## src/rtl/mem_stage.sv

```systemverilog
// mem_stage: pipeline MEM stage. Holds one instruction, issues the data-SRAM
// request for loads and stores, waits for the response, aligns and extends
// load data, and presents the writeback value downstream. Also feeds
// forwarding and load-use stall information back to decode.
module mem_stage (
  input  logic        clk,
  input  logic        rst,

  // upstream handshake and instruction fields
  input  logic        in_valid,
  output logic        in_ready,
  input  logic        flush,
  input  logic [31:0] pc,
  input  logic [31:0] alu_result,
  input  logic [31:0] rkd_value,
  input  logic [7:0]  mem_op,
  input  logic        res_from_mem,
  input  logic        mem_we,
  input  logic        gr_we,
  input  logic        has_exception,
  input  logic [4:0]  dest,

  // data bus
  output logic        data_req,
  output logic        data_wr,
  output logic [1:0]  data_size,
  output logic [3:0]  data_wstrb,
  output logic [31:0] data_addr,
  output logic [31:0] data_wdata,
  input  logic        data_addr_ok,
  input  logic        data_data_ok,
  input  logic [31:0] data_rdata,

  // downstream handshake and results
  output logic        out_valid,
  input  logic        out_ready,
  output logic [31:0] pc_out,
  output logic [31:0] result_out,
  output logic        gr_we_out,
  output logic        has_exception_out,
  output logic [4:0]  dest_out,

  // forwarding to decode
  output logic        fwd_we,
  output logic [4:0]  fwd_dest,
  output logic [31:0] fwd_value,
  output logic        fwd_block
);

  // mem_op bit positions
  localparam int unsigned OpLdB  = 0;
  localparam int unsigned OpLdH  = 1;
  localparam int unsigned OpLdW  = 2;
  localparam int unsigned OpLdBu = 3;
  localparam int unsigned OpLdHu = 4;
  localparam int unsigned OpStB  = 5;
  localparam int unsigned OpStH  = 6;
  localparam int unsigned OpStW  = 7;

  localparam logic [31:0] ResetPc = 32'h1c00_0000;

  typedef enum logic [2:0] {
    StEmpty,
    StReq,
    StWait,
    StDone,
    StDiscard
  } state_e;

  state_e state_q, state_d;

  logic [31:0] pc_q;
  logic [31:0] addr_q;
  logic [31:0] rkd_q;
  logic [31:0] result_q;
  logic [7:0]  op_q;
  logic        res_from_mem_q;
  logic        mem_we_q;
  logic        gr_we_q;
  logic        exc_q;
  logic [4:0]  dest_q;

  logic        in_fire;
  logic        out_fire;
  logic        capture_load;
  state_e      entry_state;
  logic [31:0] load_value;
  logic [31:0] shifted;

  // Handshake decode; flush suppresses both directions of transfer.
  always_comb begin
    in_ready  = (state_q == StEmpty) || ((state_q == StDone) && out_ready && !flush);
    out_valid = (state_q == StDone) && !flush;
    data_req  = (state_q == StReq) && !flush;
    in_fire   = in_valid && in_ready && !flush;
    out_fire  = out_valid && out_ready;
    // Faulting instructions never touch the bus; they go straight to DONE.
    entry_state = ((res_from_mem || mem_we) && !has_exception) ? StReq : StDone;
    capture_load = (state_q == StWait) && data_data_ok && !flush && res_from_mem_q;
  end

  // Next-state logic for the holding FSM.
  always_comb begin
    state_d = state_q;
    unique case (state_q)
      StEmpty: begin
        if (in_fire) state_d = entry_state;
      end
      StReq: begin
        if (flush) begin
          // An accepted address means a response is still on its way.
          state_d = data_addr_ok ? StDiscard : StEmpty;
        end else if (data_addr_ok) begin
          state_d = StWait;
        end
      end
      StWait: begin
        if (flush) begin
          // Response arriving in the flush cycle itself leaves nothing to drop.
          state_d = data_data_ok ? StEmpty : StDiscard;
        end else if (data_data_ok) begin
          state_d = StDone;
        end
      end
      StDone: begin
        if (flush) begin
          state_d = StEmpty;
        end else if (out_fire) begin
          state_d = in_fire ? entry_state : StEmpty;
        end
      end
      StDiscard: begin
        if (data_data_ok) state_d = StEmpty;
      end
      default: state_d = StEmpty;
    endcase
  end

  // State register.
  always_ff @(posedge clk) begin
    if (rst) begin
      state_q <= StEmpty;
    end else begin
      state_q <= state_d;
    end
  end

  // Instruction field latch on input transfer; load data replaces the ALU value.
  always_ff @(posedge clk) begin
    if (rst) begin
      pc_q           <= ResetPc;
      addr_q         <= '0;
      rkd_q          <= '0;
      result_q       <= '0;
      op_q           <= '0;
      res_from_mem_q <= 1'b0;
      mem_we_q       <= 1'b0;
      gr_we_q        <= 1'b0;
      exc_q          <= 1'b0;
      dest_q         <= '0;
    end else if (in_fire) begin
      pc_q           <= pc;
      addr_q         <= alu_result;
      rkd_q          <= rkd_value;
      result_q       <= alu_result;
      op_q           <= mem_op;
      res_from_mem_q <= res_from_mem;
      mem_we_q       <= mem_we;
      gr_we_q        <= gr_we;
      exc_q          <= has_exception;
      dest_q         <= dest;
    end else if (capture_load) begin
      result_q       <= load_value;
    end
  end

  // Load data alignment and sign/zero extension.
  always_comb begin
    shifted    = data_rdata >> {addr_q[1:0], 3'b000};
    load_value = data_rdata;
    if (op_q[OpLdB]) begin
      load_value = {{24{shifted[7]}}, shifted[7:0]};
    end else if (op_q[OpLdBu]) begin
      load_value = {24'b0, shifted[7:0]};
    end else if (op_q[OpLdH]) begin
      load_value = {{16{shifted[15]}}, shifted[15:0]};
    end else if (op_q[OpLdHu]) begin
      load_value = {16'b0, shifted[15:0]};
    end else if (op_q[OpLdW]) begin
      load_value = data_rdata;
    end
  end

  // Bus request encoding; derived only from held fields so it stays stable in REQ.
  always_comb begin
    data_size  = 2'd0;
    data_wstrb = 4'b0000;
    data_wdata = 32'b0;
    data_wr    = mem_we_q;
    data_addr  = addr_q;
    if (op_q[OpLdW] || op_q[OpStW]) begin
      data_size = 2'd2;
    end else if (op_q[OpLdH] || op_q[OpLdHu] || op_q[OpStH]) begin
      data_size = 2'd1;
    end
    if (op_q[OpStB]) begin
      data_wstrb = 4'b0001 << addr_q[1:0];
      data_wdata = {4{rkd_q[7:0]}};
    end else if (op_q[OpStH]) begin
      data_wstrb = 4'b0011 << {addr_q[1], 1'b0};
      data_wdata = {2{rkd_q[15:0]}};
    end else if (op_q[OpStW]) begin
      data_wstrb = 4'b1111;
      data_wdata = rkd_q;
    end
  end

  // Downstream and forwarding outputs.
  always_comb begin
    pc_out            = pc_q;
    result_out        = result_q;
    gr_we_out         = gr_we_q;
    has_exception_out = exc_q;
    dest_out          = dest_q;
    fwd_we            = (state_q != StEmpty) && (state_q != StDiscard) && gr_we_q &&
                        (dest_q != 5'd0);
    fwd_dest          = dest_q;
    fwd_value         = result_q;
    fwd_block         = res_from_mem_q && ((state_q == StReq) || (state_q == StWait));
  end

endmodule

```

## config.mk

```make
export PLATFORM = sky130hd
export DESIGN_NAME = mem_stage
export DESIGN_NICKNAME = d
export VERILOG_FILES = /design/src/rtl/mem_stage.sv
export SDC_FILE = /design/constraint.sdc
export NUM_CORES = 1
export LEC_CHECK = 0
export CAP_MARGIN = 15
export CORE_MARGIN = 2
export CORE_UTILIZATION = 37
export DETAILED_ROUTE_END_ITERATION = 12
export MAX_ROUTING_LAYER = met4
export PLACE_DENSITY = 0.77
export SYNTH_ARGS = -nofsm -noshare
export SYNTH_HDL_FRONTEND = slang
export SYNTH_SLANG_ARGS = --single-unit
export TNS_END_PERCENT = 20
```

## constraint.sdc

```tcl
create_clock -name clk -period 1.9 [get_ports clk]
set_input_delay 0.57 -clock clk [delete_from_list [all_inputs] [get_ports clk]]
set_output_delay 0.57 -clock clk [all_outputs]
set_load 0.01 [all_outputs]
```

# == After elaboration in Yosys (flattened, before gate mapping) ==
# Cells that the tools add are included.
# totals
regBits,148
input_bits,152
output_inout_bits,184
wordCells,79
# op_classes
n_eq_ne,10
shift,3
muxes,27
n_reduce_logical,28
# op_table
cell,count
2-to-1 mux 32 bit,9
right shift 32 x 5 -> 16 bit,1
2-to-1 mux 3 bit,10
logical AND 1 bit,15
one-hot mux 3 bit (5 select lines),1
2-to-1 mux 4 bit,3
!= test 3 bit (second input constant),4
equality test 3 x 2 -> 1 bit (second input constant),2
logical OR 1 bit,6
2-to-1 mux 2 bit,3
AND reduction 5 bit,1
nonzero test 5 bit,1
!= test 2 bit (second input constant),2
<< shifter 1 x 2 -> 4 bit (first input constant),1
<< shifter 2 x 2 -> 4 bit (first input constant),1
equality test 3 x 1 -> 1 bit (second input constant),1
equality test 3 bit (second input constant),1
logical NOT 3 bit,1
nonzero test 3 bit,1
logical NOT 1 bit,2
nonzero test 2 bit,1
2-to-1 mux 1 bit,1

# == Depth between registers and ports, before layout ==
# logic_depth
ltp_word,10
ltp_mapped,7
depth_no_buf,4

# == Worst setup path before layout ==
# OpenSTA, ideal clock, no wires.
# synth_path
path_kind,input to register
start,in data_rdata[7]
end,"reg result_q[27], in the netlist fwd_value[27]"
setup_ps,141
arrival_time_ps,1816
required_time_ps,1759
setup_slack_ps,-57
cell_stages,5
n_path_buf,1
cell_sequence,mux2_4 > a311o_1 > a311oi_4 > buf_6 > a221oi_1
# synth_via
elab_chain_cells,6
# synth_lines
element,line,source
from (decl),32,"input logic [31:0] data_rdata,"
right shift 32 x 5 -> 16 bit *,179,"shifted = data_rdata >> {addr_q[1:0], 3'b000};"
2-to-1 mux 32 bit,185,end else if (op_q[OpLdH]) begin
2-to-1 mux 32 bit,183,end else if (op_q[OpLdBu]) begin
2-to-1 mux 32 bit *,181,if (op_q[OpLdB]) begin
2-to-1 mux 32 bit *,172,end else if (capture_load) begin
2-to-1 mux 32 bit *,161,end else if (in_fire) begin
to (signal assigned),165,result_q <= alu_result;
to (signal assigned),173,result_q <= load_value;
to (decl),75,logic [31:0] result_q;
# Mark *: on every way between the ends. The rest lies on a longest branch, timed or not. The select of a mux whose other input is x is not followed.
# A chain may end at the register's enable or synchronous reset.

# == Worst setup path in the final report ==
# layout_path
start,"reg dest_q[1], in the netlist dest_out[1]"
end,out fwd_we
# layout_via
elab_chain_cells,2
# layout_lines
element,line,source
from (decl),81,logic [4:0] dest_q;
from (signal assigned),171,dest_q <= dest;
nonzero test 5 bit,226,(dest_q != 5'd0);
logical AND 1 bit,225,fwd_we = (state_q != StEmpty) && (state_q != StDiscard) && gr_we_q &&
to (decl),44,"output logic fwd_we,"
# Every way passes these cells.

==> run metrics <==
status=finished with violations; failing checks=setup timing; top-area cell type share of the netlist area=between 40% and 50%; P_leak=0.00558 µW; clock latency on the worst-skew pair=roughly 0.42 ns; kind of end point of the critical path=output pin; Syn Inst Count=around 900; CTS clk-pin slew, worst paths=0.06 ns; asr flop ratio synth=0%; Final period util=110%; remaining antenna violation count=0; Core Box Area=about 0.018 mm²; PwrDens=a little over 900 mW/mm²; gpl congestion=0.899; Final setup violation count=52; n_diodes=0; CP Cell Sequence=or3_4, o311a_1, buf_2; Critical Path RT=about 1.3 ns; CTS Sinks=between 100 and 150; Slowest-stage cell, CP=or3_4; Fill cells=1,547; clock share of power=a little under a third; Slew Viols, Final=0; Final Hold Viols=0; Sw Share=about 33%; grt ovf=0; minimum clock period=2.09 ns; CTS H-tree depth=4; Comb power frac=between 30 and 40%; Most used DFF post-synth=dfxtp_1; cell area after layout=0.0116 mm²; Nets=between 1,000 and 1,500; maximum clock path buffer count=2; Seq pwr share=35.5%; initial antenna violation count=0; CP Class=reg2out; FF+latch count, synth=approximately 150; synth warn=0; sequential share of the synthesized area=approximately 43%; post-synthesis cell type count=53; Least-Margin Pin Slew=0.424 ns; Synth Area per Inst=roughly 7.6 µm²; CTS tree=yes; RSZ-0062 raised after global routing=true; dpl hpwl=18,900 µm; I/O pins=between 300 and 400; CTS Root Buffer Type=clkbuf_16; drt pass-1 iters=7; peak per-stage delay on the critical path=roughly 0.37 ns; Die W=between 100 and 150 µm; Syn-to-layout area delta=70.9%; All-Layer GR Usage=about a quarter; Power, Total=between 10,000 and 15,000 µW; die area=about 0.020 mm²; Starting Density=between 30 and 40%; Synth area leaders=dfxtp_1, nand2_1, a21oi_1; post-route worst setup slack=-0.194 ns; IO Port Bufs=approximately 340; share of cells above drive strength 1=about a fifth; vias per cell=5.30; Relative slew margins=slightly above 70%; # DRC=0; CTS buffer count=17; Peak supply drop=0.655 mV; Area after DPL=between 0.01 and 0.015 mm²; vias in the first global route=approximately 7,300; CP Data Arrival Time=around 1.5 ns; final core utilization=between 60% and 70%; Post-Synthesis Cell Area=0.00681 mm²; 1st-iter DRT viols=~820; first-pass GRT wire length=40,200 µm; largest net degree at the start of global routing=59; Syn Nets=between 1,000 and 1,500; peak fanout along the critical path=2; clk_skew=around 0.0074 ns; Commonest cells post-synth=nand2_1, dfxtp_1, a21oi_1; fmax=0.478 GHz; die height=around 140 µm; type of the tightest min-delay check=reg2reg; num rows=between 40 and 50; vias=7,889; library cell with the largest summed area after synthesis=dfxtp_1; sw power=approximately 3600 µW; Max Cap Viol=0; Worst setup SP type=register; Post-synth EDFFs=0; total wire length=26,700 µm; top-count cell post-synth=nand2_1; internal power=7190 µW; routed len/inst=about 18 µm; hold_buf cts=0
[path summary, 6_finish.rpt]
path	startpoint	end	slack (ns)	depth (start not counted)
min reg2reg	rkd_q[21]$_SDFFE_PP0P_	rkd_q[21]$_SDFFE_PP0P_	0.45	2
max reg2reg	state_q[0]$_SDFFE_PP0P_	fwd_value[30]$_SDFFE_PP0P_	-0.03	7
max	dest_out[1]$_SDFFE_PP0P_	fwd_we	-0.19	3
min	rkd_q[21]$_SDFFE_PP0P_	rkd_q[21]$_SDFFE_PP0P_	0.45	2
[kinds of logic after synthesis]
kind of cell | share of synthesized area [%]
AO/OA/AOI/OAI | 22.3
buffers and inverters | 8.67
flip-flops | 43.5
multiplexers | 1.85
AND/OR/NAND/NOR | 23.6
XOR/XNOR | 0.129
[registers in the layout (all words and copies together) (netlist names)]
signal	count
data_addr	32
fwd_value	32
pc_out	32
rkd_q	32
op_q	8
dest_out	5
state_q	3
data_wr	1
gr_we_out	1
has_exception_out	1
res_from_mem_q	1
[layout make-up]
type / instances / area, µm² / area share (%)
clock inverters: 13 / 126 / 1.09
clock buffers: 19 / 443 / 3.80
flip-flops and latches: 148 / 2990 / 25.7
well taps: 229 / 287 / 2.46
inverters: 5 / 18.8 / 0.161
multi-input cells: 640 / 3570 / 30.7
repair buffers: 434 / 4210 / 36.1
[power by group through the flow]
stage          combinational (µW)  clock [µW]  sequential [µW]
2_1_floorplan                1610           0             3910
3_3_place_gp                 3520           0             3840
3_5_place_dp                 3550           0             3850
4_1_cts                      3580        3310             3800
5_1_grt                      3950        3440             3870
6_report                     3680        3270             3820
[repair_timing]
item,CTS,global route
gates resized for setup,337,107
cloned,3,0
buffers inserted,6,1
pin swaps,19,28
setup endpoints to repair,194,116
[per-stage QoR]
| step | hold WS [ns] | setup WS [ns] | cells | setup TNS (ns) |
|---|---|---|---|---|
| after floorplan | 0.431 | -0.0572 | 901 | -0.542 |
| after global placement | 0.437 | -0.637 | 1446 | -69.19 |
| after detailed placement | 0.443 | -0.733 | 1446 | -73.33 |
| after CTS | 0.453 | -0.210 | 1487 | -5.23 |
| after global routing | 0.470 | -0.244 | 1488 | -7.99 |
| final | 0.453 | -0.194 | 1488 | -5.17 |
[layer usage]
layer / global-route usage (%) / wire [µm] / vias to the layer above
met1: 33.8 / 10900 / 3736
met3: 4.89 / 1700 / 55
met4: 9.74 / 780 / 0
li1: - / - / 3759
met5: - / 0 / -
met2: 42.1 / 13300 / 339
[worst max-delay path, delay by kind of cell, from the launching register on]
kind | cells | cell delay (ns)
simple gates | 1 | 0.37
flops | 1 | 0.32
compound gates | 1 | 0.28
buf+inv | 1 | 0.14
[placed cells by master, fill, tap and decap left out, drive strengths merged, types with 4 or more instances in the layout]
master	Yosys	final
a211oi	17	17
a21oi	123	123
a221oi	22	22
a22oi	11	11
buf	53	142
clkbuf	56	20
clkdlybuf4s50	0	170
clkinv	0	4
clkinvlp	0	4
dfxtp	148	148
dlygate4sd2	0	70
dlymetal6s2s	0	50
inv	5	9
mux2i	10	10
nand2	295	295
nand3	7	7
nand3b	8	8
nor2	24	24
nor2b	11	11
nor3	8	8
nor4	8	8
o211ai	5	5
o21ai	39	39
o22ai	7	7
o2bb2ai	5	5
or2	5	6
No activity file was read; power rests on OpenSTA's default activity.
